--- src/rtl/m_imem_loader_pkg.sv ---
// Shared encodings for the serial program loader and its UART receiver.
package m_imem_loader_pkg;

  // Header is a little-endian word count of this many bytes.
  localparam int HDR_BYTES = 2;
  localparam int LEN_W     = 8 * HDR_BYTES;

  // Loader FSM. LEN0 keeps its encoding but is never entered: the low
  // count byte is taken directly in IDLE.
  typedef enum logic [2:0] {
    S_IDLE = 3'd0,
    S_LEN0 = 3'd1,
    S_LEN1 = 3'd2,
    S_DATA = 3'd3,
    S_DONE = 3'd4
  } state_e;

  // UART receiver FSM.
  typedef enum logic [1:0] {
    RX_IDLE  = 2'd0,
    RX_START = 2'd1,
    RX_DATA  = 2'd2,
    RX_STOP  = 2'd3
  } rx_state_e;

endpackage

--- src/rtl/m_imem_loader_uart_rx.sv ---
// 8N1 UART receiver: 2-flop synchroniser, falling-edge start detection with
// a mid-bit glitch re-check, LSB-first data sampling at bit centres.
// Output handshake: o_valid is a one-cycle pulse qualifying o_data; there is
// no ready/backpressure, so the consumer must take the byte in that cycle.
// o_ferr is a one-cycle pulse instead of o_valid when the stop bit reads 0.
// o_start pulses once when a start bit survives the mid-bit re-check.
module m_uart_rx
  import m_imem_loader_pkg::*;
#(
  parameter int CLKS_PER_BIT = 434
) (
  input  logic       i_clk,
  input  logic       i_rst,
  input  logic       i_rxd,
  output logic       o_start,
  output logic       o_valid,
  output logic [7:0] o_data,
  output logic       o_ferr
);

  localparam int HALF = CLKS_PER_BIT / 2;
  localparam int CW   = $clog2(CLKS_PER_BIT);

  rx_state_e   state_q, state_d;
  logic [2:0]  sync_q;
  logic [CW-1:0] cnt_q, cnt_d;
  logic [2:0]  bidx_q, bidx_d;
  logic [7:0]  sh_q, sh_d;
  logic [7:0]  data_q, data_d;
  logic        start_q, start_d;
  logic        valid_q, valid_d;
  logic        ferr_q, ferr_d;
  logic        rxd_s, rxd_prev;

  assign rxd_s    = sync_q[1];
  assign rxd_prev = sync_q[2];

  // Synchroniser plus one history flop for edge detection; resets to the idle-high level.
  always_ff @(posedge i_clk or posedge i_rst) begin
    if (i_rst) sync_q <= 3'b111;
    else       sync_q <= {sync_q[1:0], i_rxd};
  end

  // Receiver state and datapath registers.
  always_ff @(posedge i_clk or posedge i_rst) begin
    if (i_rst) begin
      state_q <= RX_IDLE;
      cnt_q   <= '0;
      bidx_q  <= '0;
      sh_q    <= '0;
      data_q  <= '0;
      start_q <= 1'b0;
      valid_q <= 1'b0;
      ferr_q  <= 1'b0;
    end else begin
      state_q <= state_d;
      cnt_q   <= cnt_d;
      bidx_q  <= bidx_d;
      sh_q    <= sh_d;
      data_q  <= data_d;
      start_q <= start_d;
      valid_q <= valid_d;
      ferr_q  <= ferr_d;
    end
  end

  // Bit timing: the counter restarts at every sample point, so each
  // subsequent sample lands a full bit time after the previous centre.
  always_comb begin
    state_d = state_q;
    cnt_d   = cnt_q + CW'(1);
    bidx_d  = bidx_q;
    sh_d    = sh_q;
    data_d  = data_q;
    start_d = 1'b0;
    valid_d = 1'b0;
    ferr_d  = 1'b0;
    case (state_q)
      RX_IDLE: begin
        cnt_d = '0;
        if (!rxd_s && rxd_prev) state_d = RX_START;
      end
      RX_START: begin
        if (cnt_q == CW'(HALF - 1)) begin
          cnt_d = '0;
          if (rxd_s) begin
            state_d = RX_IDLE;
          end else begin
            state_d = RX_DATA;
            bidx_d  = '0;
            start_d = 1'b1;
          end
        end
      end
      RX_DATA: begin
        if (cnt_q == CW'(CLKS_PER_BIT - 1)) begin
          cnt_d = '0;
          sh_d  = {rxd_s, sh_q[7:1]};
          if (bidx_q == 3'd7) state_d = RX_STOP;
          else                bidx_d  = bidx_q + 3'd1;
        end
      end
      RX_STOP: begin
        if (cnt_q == CW'(CLKS_PER_BIT - 1)) begin
          cnt_d   = '0;
          state_d = RX_IDLE;
          if (rxd_s) begin
            valid_d = 1'b1;
            data_d  = sh_q;
          end else begin
            ferr_d  = 1'b1;
          end
        end
      end
      default: state_d = RX_IDLE;
    endcase
  end

  assign o_start = start_q;
  assign o_valid = valid_q;
  assign o_data  = data_q;
  assign o_ferr  = ferr_q;

endmodule

--- src/rtl/m_imem_loader.sv ---
// Serial program loader: turns a UART byte stream (2-byte count N, then N
// little-endian 32-bit words) into single-cycle memory writes, holding the
// processor in reset for the duration of the load.
module m_imem_loader
  import m_imem_loader_pkg::*;
#(
  parameter int CLKS_PER_BIT = 434,
  parameter int ADDR_W       = 12,
  parameter int TIMEOUT_BITS = 64
) (
  input  logic              w_clk,
  input  logic              w_rst,
  input  logic              w_rxd,
  output logic              r_we,
  output logic [ADDR_W-1:0] r_addr,
  output logic [31:0]       r_wdata,
  output logic              r_cpu_rst,
  output logic              r_busy,
  output logic              r_done,
  output logic              r_err,
  output logic [LEN_W-1:0]  r_nwords
);

  localparam int TMO_LIMIT = TIMEOUT_BITS * CLKS_PER_BIT;
  localparam int TW        = $clog2(TMO_LIMIT + 1);
  // Largest legal word count: the whole memory, no wrap-around.
  localparam logic [LEN_W:0] DEPTH = {{LEN_W{1'b0}}, 1'b1} << ADDR_W;

  logic       rx_start, rx_valid, rx_ferr;
  logic [7:0] rx_data;

  m_uart_rx #(.CLKS_PER_BIT(CLKS_PER_BIT)) u_rx (
    .i_clk   (w_clk),
    .i_rst   (w_rst),
    .i_rxd   (w_rxd),
    .o_start (rx_start),
    .o_valid (rx_valid),
    .o_data  (rx_data),
    .o_ferr  (rx_ferr)
  );

  state_e            state_q, state_d;
  logic              busy_q, busy_d;
  logic              err_q, err_d;
  logic              done_q, done_d;
  logic              we_q, we_d;
  logic              last_q, last_d;
  logic [ADDR_W-1:0] addr_q, addr_d;
  logic [ADDR_W-1:0] cnt_q, cnt_d;
  logic [31:0]       wdata_q, wdata_d;
  logic [31:0]       buf_q, buf_d;
  logic [1:0]        idx_q, idx_d;
  logic [7:0]        nlo_q, nlo_d;
  logic [LEN_W-1:0]  nwords_q, nwords_d;
  logic [TW-1:0]     tmo_q, tmo_d;
  logic [LEN_W-1:0]  n_full;
  logic              tmo_hit;

  assign n_full  = {rx_data, nlo_q};
  // A byte landing in the expiry cycle keeps the load alive.
  assign tmo_hit = (tmo_q == TW'(TMO_LIMIT - 1)) && !rx_valid;

  // Loader state and output registers.
  always_ff @(posedge w_clk or posedge w_rst) begin
    if (w_rst) begin
      state_q  <= S_IDLE;
      busy_q   <= 1'b0;
      err_q    <= 1'b0;
      done_q   <= 1'b0;
      we_q     <= 1'b0;
      last_q   <= 1'b0;
      addr_q   <= '0;
      cnt_q    <= '0;
      wdata_q  <= '0;
      buf_q    <= '0;
      idx_q    <= '0;
      nlo_q    <= '0;
      nwords_q <= '0;
      tmo_q    <= '0;
    end else begin
      state_q  <= state_d;
      busy_q   <= busy_d;
      err_q    <= err_d;
      done_q   <= done_d;
      we_q     <= we_d;
      last_q   <= last_d;
      addr_q   <= addr_d;
      cnt_q    <= cnt_d;
      wdata_q  <= wdata_d;
      buf_q    <= buf_d;
      idx_q    <= idx_d;
      nlo_q    <= nlo_d;
      nwords_q <= nwords_d;
      tmo_q    <= tmo_d;
    end
  end

  // Header parsing, word assembly, write generation, completion and abort.
  always_comb begin
    state_d  = state_q;
    busy_d   = busy_q;
    err_d    = err_q;
    done_d   = 1'b0;
    we_d     = 1'b0;
    last_d   = last_q;
    addr_d   = addr_q;
    cnt_d    = cnt_q;
    wdata_d  = wdata_q;
    buf_d    = buf_q;
    idx_d    = idx_q;
    nlo_d    = nlo_q;
    nwords_d = nwords_q;
    tmo_d    = tmo_q;
    case (state_q)
      S_IDLE: begin
        tmo_d = '0;
        if (rx_ferr) begin
          err_d  = 1'b1;
          busy_d = 1'b0;
        end else if (rx_valid) begin
          nlo_d   = rx_data;
          busy_d  = 1'b1;
          state_d = S_LEN1;
        end else if (rx_start) begin
          busy_d = 1'b1;
        end
      end
      S_LEN1: begin
        if (rx_ferr || tmo_hit) begin
          err_d   = 1'b1;
          busy_d  = 1'b0;
          state_d = S_IDLE;
        end else if (rx_valid) begin
          tmo_d    = '0;
          nwords_d = n_full;
          if ({1'b0, n_full} > DEPTH) begin
            err_d   = 1'b1;
            busy_d  = 1'b0;
            state_d = S_IDLE;
          end else if (n_full == '0) begin
            done_d  = 1'b1;
            busy_d  = 1'b0;
            err_d   = 1'b0;
            state_d = S_DONE;
          end else begin
            cnt_d   = '0;
            idx_d   = '0;
            last_d  = 1'b0;
            state_d = S_DATA;
          end
        end else begin
          tmo_d = tmo_q + TW'(1);
        end
      end
      S_DATA: begin
        if (last_q) begin
          // Final word was written last cycle.
          last_d  = 1'b0;
          done_d  = 1'b1;
          busy_d  = 1'b0;
          err_d   = 1'b0;
          state_d = S_DONE;
        end else if (rx_ferr || tmo_hit) begin
          err_d   = 1'b1;
          busy_d  = 1'b0;
          state_d = S_IDLE;
        end else if (rx_valid) begin
          tmo_d = '0;
          idx_d = idx_q + 2'd1;
          buf_d[{idx_q, 3'b000} +: 8] = rx_data;
          if (idx_q == 2'd3) begin
            we_d    = 1'b1;
            addr_d  = cnt_q;
            wdata_d = {rx_data, buf_q[23:0]};
            cnt_d   = cnt_q + ADDR_W'(1);
            last_d  = (LEN_W'(cnt_q) == nwords_q - LEN_W'(1));
          end
        end else begin
          tmo_d = tmo_q + TW'(1);
        end
      end
      S_DONE: state_d = S_IDLE;
      default: begin
        busy_d  = 1'b0;
        state_d = S_IDLE;
      end
    endcase
  end

  assign r_we      = we_q;
  assign r_addr    = addr_q;
  assign r_wdata   = wdata_q;
  assign r_busy    = busy_q;
  assign r_cpu_rst = busy_q;
  assign r_done    = done_q;
  assign r_err     = err_q;
  assign r_nwords  = nwords_q;

endmodule

--- config.mk ---
export PLATFORM = sky130hd
export DESIGN_NAME = m_imem_loader
export DESIGN_NICKNAME = d
export VERILOG_FILES = /design/src/rtl/m_imem_loader_pkg.sv /design/src/rtl/m_imem_loader_uart_rx.sv /design/src/rtl/m_imem_loader.sv
export SDC_FILE = /design/constraint.sdc
export NUM_CORES = 1
export LEC_CHECK = 0
export CORE_ASPECT_RATIO = 1.4
export CORE_MARGIN = 2
export CORE_UTILIZATION = 55
export DETAILED_ROUTE_END_ITERATION = 12
export GPL_ROUTABILITY_DRIVEN = 0
export PLACE_DENSITY = 0.86
export SYNTH_ARGS = -nofsm -noshare
export SYNTH_HDL_FRONTEND = slang
export SYNTH_SLANG_ARGS = --single-unit
--- constraint.sdc ---
create_clock -name w_clk -period 15.1 [get_ports w_clk]
set_input_delay 2.265 -clock w_clk [delete_from_list [all_inputs] [get_ports w_clk]]
set_output_delay 2.265 -clock w_clk [all_outputs]
set_load 0.05 [all_outputs]
### After elaboration in Yosys (flattened, before gate mapping)

Index checks and enable logic that the tools add are counted.
Widths: inputs -> output; s select.

| storage, ports and cells | value |
|---|---|
| output and inout port bits | 65 |
| bits of input ports | 3 |
| register bits after elaboration | 173 |
| logic and storage cells | 189 |

| operators by class | value |
|---|---|
| shift operators | 2 |
| magnitude comparators | 1 |
| equality and inequality tests | 34 |
| bitwise operators | 4 |
| reduce and logical (&&, ||, !) cells | 27 |
| $add $sub $neg | 7 |
| multiplexer cells | 91 |

Operator list:

| cell | number |
|---|---|
| $mux 12 | 8 |
| $mux 15 | 3 |
| $pmux 15 s3 | 1 |
| $mux 1 | 41 |
| $mux 3 | 12 |
| $bwmux 32 | 1 |
| $shift 8x7->32 const A | 1 |
| $shiftx 8x7->32 | 1 |
| $reduce_and 5->1 | 6 |
| $pmux 9 s3 | 1 |
| $mux 2 | 13 |
| $pmux 12 s2 | 1 |
| $mux 9 | 2 |
| $ne 2x1->1 const B | 9 |
| $ne 2x2->1 const B | 9 |
| $eq 12x16->1 | 1 |
| $gt 16x13->1 const B | 1 |
| $logic_not 16->1 | 1 |
| $sub 16x1->16 const B | 1 |
| $add 15x1->15 const B | 1 |
| $eq 15x15->1 const B | 1 |
| $add 12x1->12 const B | 1 |
| $add 9x1->9 const B | 1 |
| $eq 9x8->1 const B | 1 |
| other kinds (33) | 48 |

### Longest topological paths before layout

| depth | value |
|---|---|
| word-level depth | 7 |
| mapped depth | 10 |
| depth with buffers taken out | 8 |

### Modules after synthesis

A second synthesis with hierarchy kept.

| second synthesis, totals | value |
|---|---|
| cell total of the unflattened synthesis | 767 |
| area, all modules | 7,656.1 um^2 |

By module, submodules not included:

| module | cells an instance | area each (um^2) | times used |
|---|---|---|---|
| m_imem_loader | 647 | 6,072.1 | 1 |
| m_uart_rx | 120 | 1,584.0 | 1 |

### Worst setup path after synthesis

No wires, ideal clock.

| path | value |
|---|---|
| path type | register to output |
| start point | register busy_q, in the netlist r_busy |
| end point | output r_cpu_rst |
| required time | 12.835 ns |
| stages on the path, launching flop included | 2 |
| slack | 11.894 ns |
| buffers on the path | 1 |
| arrival time | 0.941 ns |
| cells stage by stage | dfrtp_1 > buf_4 |

RTL lines:

| what | line | source |
|---|---|---|
| start: declaration | m_imem_loader.sv:43 | `logic busy_q, busy_d;` |
| start signal: assignment | m_imem_loader.sv:82 | `busy_q <= busy_d;` |
| end: declaration | m_imem_loader.sv:17 | `output logic r_cpu_rst,` |

No word-level cell between the ends.

### Worst setup path after layout

| path | value |
|---|---|
| start point | register nwords_q[8], in the netlist r_nwords[8] |
| end point | output r_nwords[8] |

RTL lines:

| what | line | source |
|---|---|---|
| start: declaration | m_imem_loader.sv:54 | `logic [LEN_W-1:0] nwords_q, nwords_d;` |
| start signal: assignment | m_imem_loader.sv:93 | `nwords_q <= nwords_d;` |
| end: declaration | m_imem_loader.sv:21 | `output logic [LEN_W-1:0] r_nwords` |

No word-level cell between the ends.

==> flow_metrics.py <==
metrics = {
    "grt": {
        "grt_max_degree": 96,
        "antenna_found_initial": 0,
        "overflow": 0,
        "grt_pass1_wl_mm": 28.2,
        "grt_usage_pct": 23.7,
        "grt_pass1_vias": 5660,
    },
    "yosys": {
        "yosysWarnings": 0,
        "syn_area_um2": 7670,
        "synth_edf_count": 0,
        "yosysTopAreaCellShare_pct": 52.9,
        "synth_cell_types": 62,
        "synth-seq-area-share_pct": 53.9,
        "yosysTopAreaCell": "dfrtp_1",
        "ys.flop_type": "dfrtp_1",
        "ys_ff_latch": 165,
        "synthCells": 786,
        "yosys-top-cells-count": "nand2_1, dfrtp_1, o21ai_0",
        "synth_nets": 806,
        "synth_most_common_cell": "nand2_1",
        "synth_area_per_cell_um2": 9.75,
        "ys_top_cells_by_area": "dfrtp_1, nand2_1, mux2_2, o21ai_0, ha_1",
        "async_flop_share_pct": 100,
    },
    "cts": {
        "clockBufferDepth": 2,
        "hold_buffers": 0,
        "ctsResizeCount": 0,
        "root_buffer": "clkbuf_16",
        "clk_pin_slew_ps": 70,
        "worstSkewPairLatency_ps": 430,
        "clock_tree.htree_level_count": 4,
        "cts_sinks": 165,
        "cts_tree": "built",
        "cts_setup_buffers": 0,
        "cts_buffers": 17,
    },
    "setup_path": {
        "rrSetupSlack_ps": 12150,
        "required_ps": 12840,
        "critical-path-top-delay-family": "buffers and inverters",
        "crit_slowest_cell": "clkdlybuf4s50_1",
        "cp_num_buf_inv": 1,
        "path_max_fanout": 9,
        "worstSetupPathType": "reg -> out",
        "cp-end-kind": "output port",
        "cp-start-kind": "flop",
        "path_cells": "clkdlybuf4s50_1",
        "cpPeakStageDelay_ps": 870,
        "worstPathArrival_ps": 1830,
    },
    "routing": {
        "avgViaCountPerCell": 5.66,
        "drt-total-wl_mm": 16.8,
        "drtIter0Drc": 397,
        "wire_per_inst_um": 16.2,
        "drt-pass1-iter-count": 5,
        "drc_errors": 0,
        "routed-via-count": 5871,
        "antenna_left": 0,
    },
    "final_layout": {
        "final_nets": 860,
        "n_antenna_cell": 0,
        "layout-drive-gt1-share_pct": 10.9,
        "syn2layout_area_growth_pct": 18.3,
    },
    "sta": {
        "fmax_mhz": 244,
        "tightest_slew_ps": 971,
        "relSlewSlack_pct": 35.2,
        "rsz0062_at_grt": "no",
        "finalClockSkew_ps": 10.2,
        "tns_ps": 0,
        "drv_slew": 0,
        "period_share_pct": 27.1,
        "holdWs_ps": 359,
        "fin_crit_ps": 4090,
        "finalSetupViolCount": 0,
        "hold_viol": 0,
    },
    "place": {
        "hpwlAfterDp_mm": 11.0,
        "io_buffer_count": 67,
    },
    "floorplan": {
        "die-width_um": 104,
        "initial_utilization_pct": 55.6,
        "die_h_um": 144,
        "placementRows": 51,
        "dieArea_um2": 14900,
        "core_um2": 13800,
        "ios": 68,
    },
    "power_and_ir_drop": {
        "irDropWorstVdd_v": 0.0000736,
        "p_leak_nw": 4.25,
        "powerDensity_nw_per_um2": 107,
    },
    "hold_path": {
        "hold_class": "reg -> reg",
    },
    "status": {
        "status": "finished, final reports clean",
    },
    "run": {
        "maxCapViolCount": 0,
    },
}
power breakdown:
part           internal, mW  switching (mW)
clock                 0.265           0.186
combinational        0.0231          0.0391
sequential            0.449         0.00705
per-layer routing:
| metal | track usage, % | vias up | part of all wire [%] |
|---|---|---|---|
| met2 | 42.6 | 168 | 53 |
| met3 | 4.17 | 34 | 4.4 |
| met1 | 28.5 | 2890 | 40 |
| met4 | 9.60 | 0 | 2.5 |
| li1 | - | 2779 | - |
| met5 | 0 | - | 0 |
placed cells by master (no fill, tap or decap), types with 6 or more instances in the layout:
| cell | count |
|---|---|
| nand2_1 | 208 |
| dfrtp_1 | 162 |
| clkdlybuf4s50_1 | 67 |
| o21ai_0 | 61 |
| nor2_1 | 44 |
| mux2_2 | 38 |
| inv_1 | 23 |
| nand3_1 | 21 |
| ha_1 | 17 |
| clkbuf_16 | 17 |
| xor2_1 | 15 |
| a21oi_1 | 13 |
| xnor2_1 | 13 |
| nand2b_1 | 12 |
| nand4_1 | 11 |
| o31ai_1 | 10 |
| nor3_1 | 8 |
| nor4_1 | 7 |
| or3_1 | 6 |
| inv_6 | 6 |
| a31oi_1 | 6 |
layout make-up:
cell class | count | area, µm²
Fill cell | 1062 | 4720
Sequential cell | 165 | 4130
Multi-Input combinational cell | 560 | 3290
Timing Repair Buffer | 71 | 701
Clock buffer | 17 | 425
Tap cell | 185 | 231
Clock inverter | 15 | 193
Inverter | 25 | 98.8
per-stage QoR:
step	power, mW	cells	util [%]	worst slack (ps)	cell area (µm²)
2_1_floorplan	0.514	786	-	8380	7670
3_3_place_gp	0.525	1006	61.3	10800	8450
3_5_place_dp	0.528	1006	61.3	10790	8450
4_1_cts	0.973	1038	65.8	10990	9070
5_1_grt	1.00	1038	65.8	10930	9070
6_report	0.969	1038	65.8	11010	9070
worst paths after layout:
path                       cells after the start                        to                      from
min                                            0  u_rx.sync_q[1]$_DFF_PP1_  u_rx.sync_q[0]$_DFF_PP1_
max                                            1               r_nwords[8]   r_nwords[8]$_DFFE_PP0P_
min reg2reg                                    0  u_rx.sync_q[1]$_DFF_PP1_  u_rx.sync_q[0]$_DFF_PP1_
max reg2reg                                    8        last_q$_DFFE_PP0P_    u_rx.o_valid$_DFF_PP0_
max in group asynchronous                      3     tmo_q[10]$_DFFE_PP0P_                     w_rst
min in group asynchronous                      2  u_rx.sh_q[0]$_DFFE_PP0P_                     w_rst
logic make-up after synthesis:
group                    after synthesis  synth area share [%]
buffers and inverters                 61                  3.25
adder cells (fa/ha/maj)               17                  2.77
XOR/XNOR                              28                  3.20
AO/OA/AOI/OAI                        118                  9.48
multiplexers                          41                  5.97
flip-flops                           165                  53.9
AND/OR/NAND/NOR                      356                  21.4
sequential cells by signal, indices dropped and copies added (netlist names), named ones only:
signal        cells
r_addr           12
tmo_q            15
u_rx.o_ferr       1
r_wdata          32
u_rx.state_q      1
r_busy            1
u_rx.cnt_q        9
nlo_q             8
u_rx.sh_q         8
cnt_q            12
u_rx.bidx_q       3
u_rx.sync_q       3
r_nwords         16
u_rx.o_data       8
r_done            1
last_q            1
buf_q            24
u_rx.o_start      1
idx_q             2
u_rx.o_valid      1
r_err             1
state_q           3
r_we              1
No activity file was read; power rests on OpenSTA's default activity.
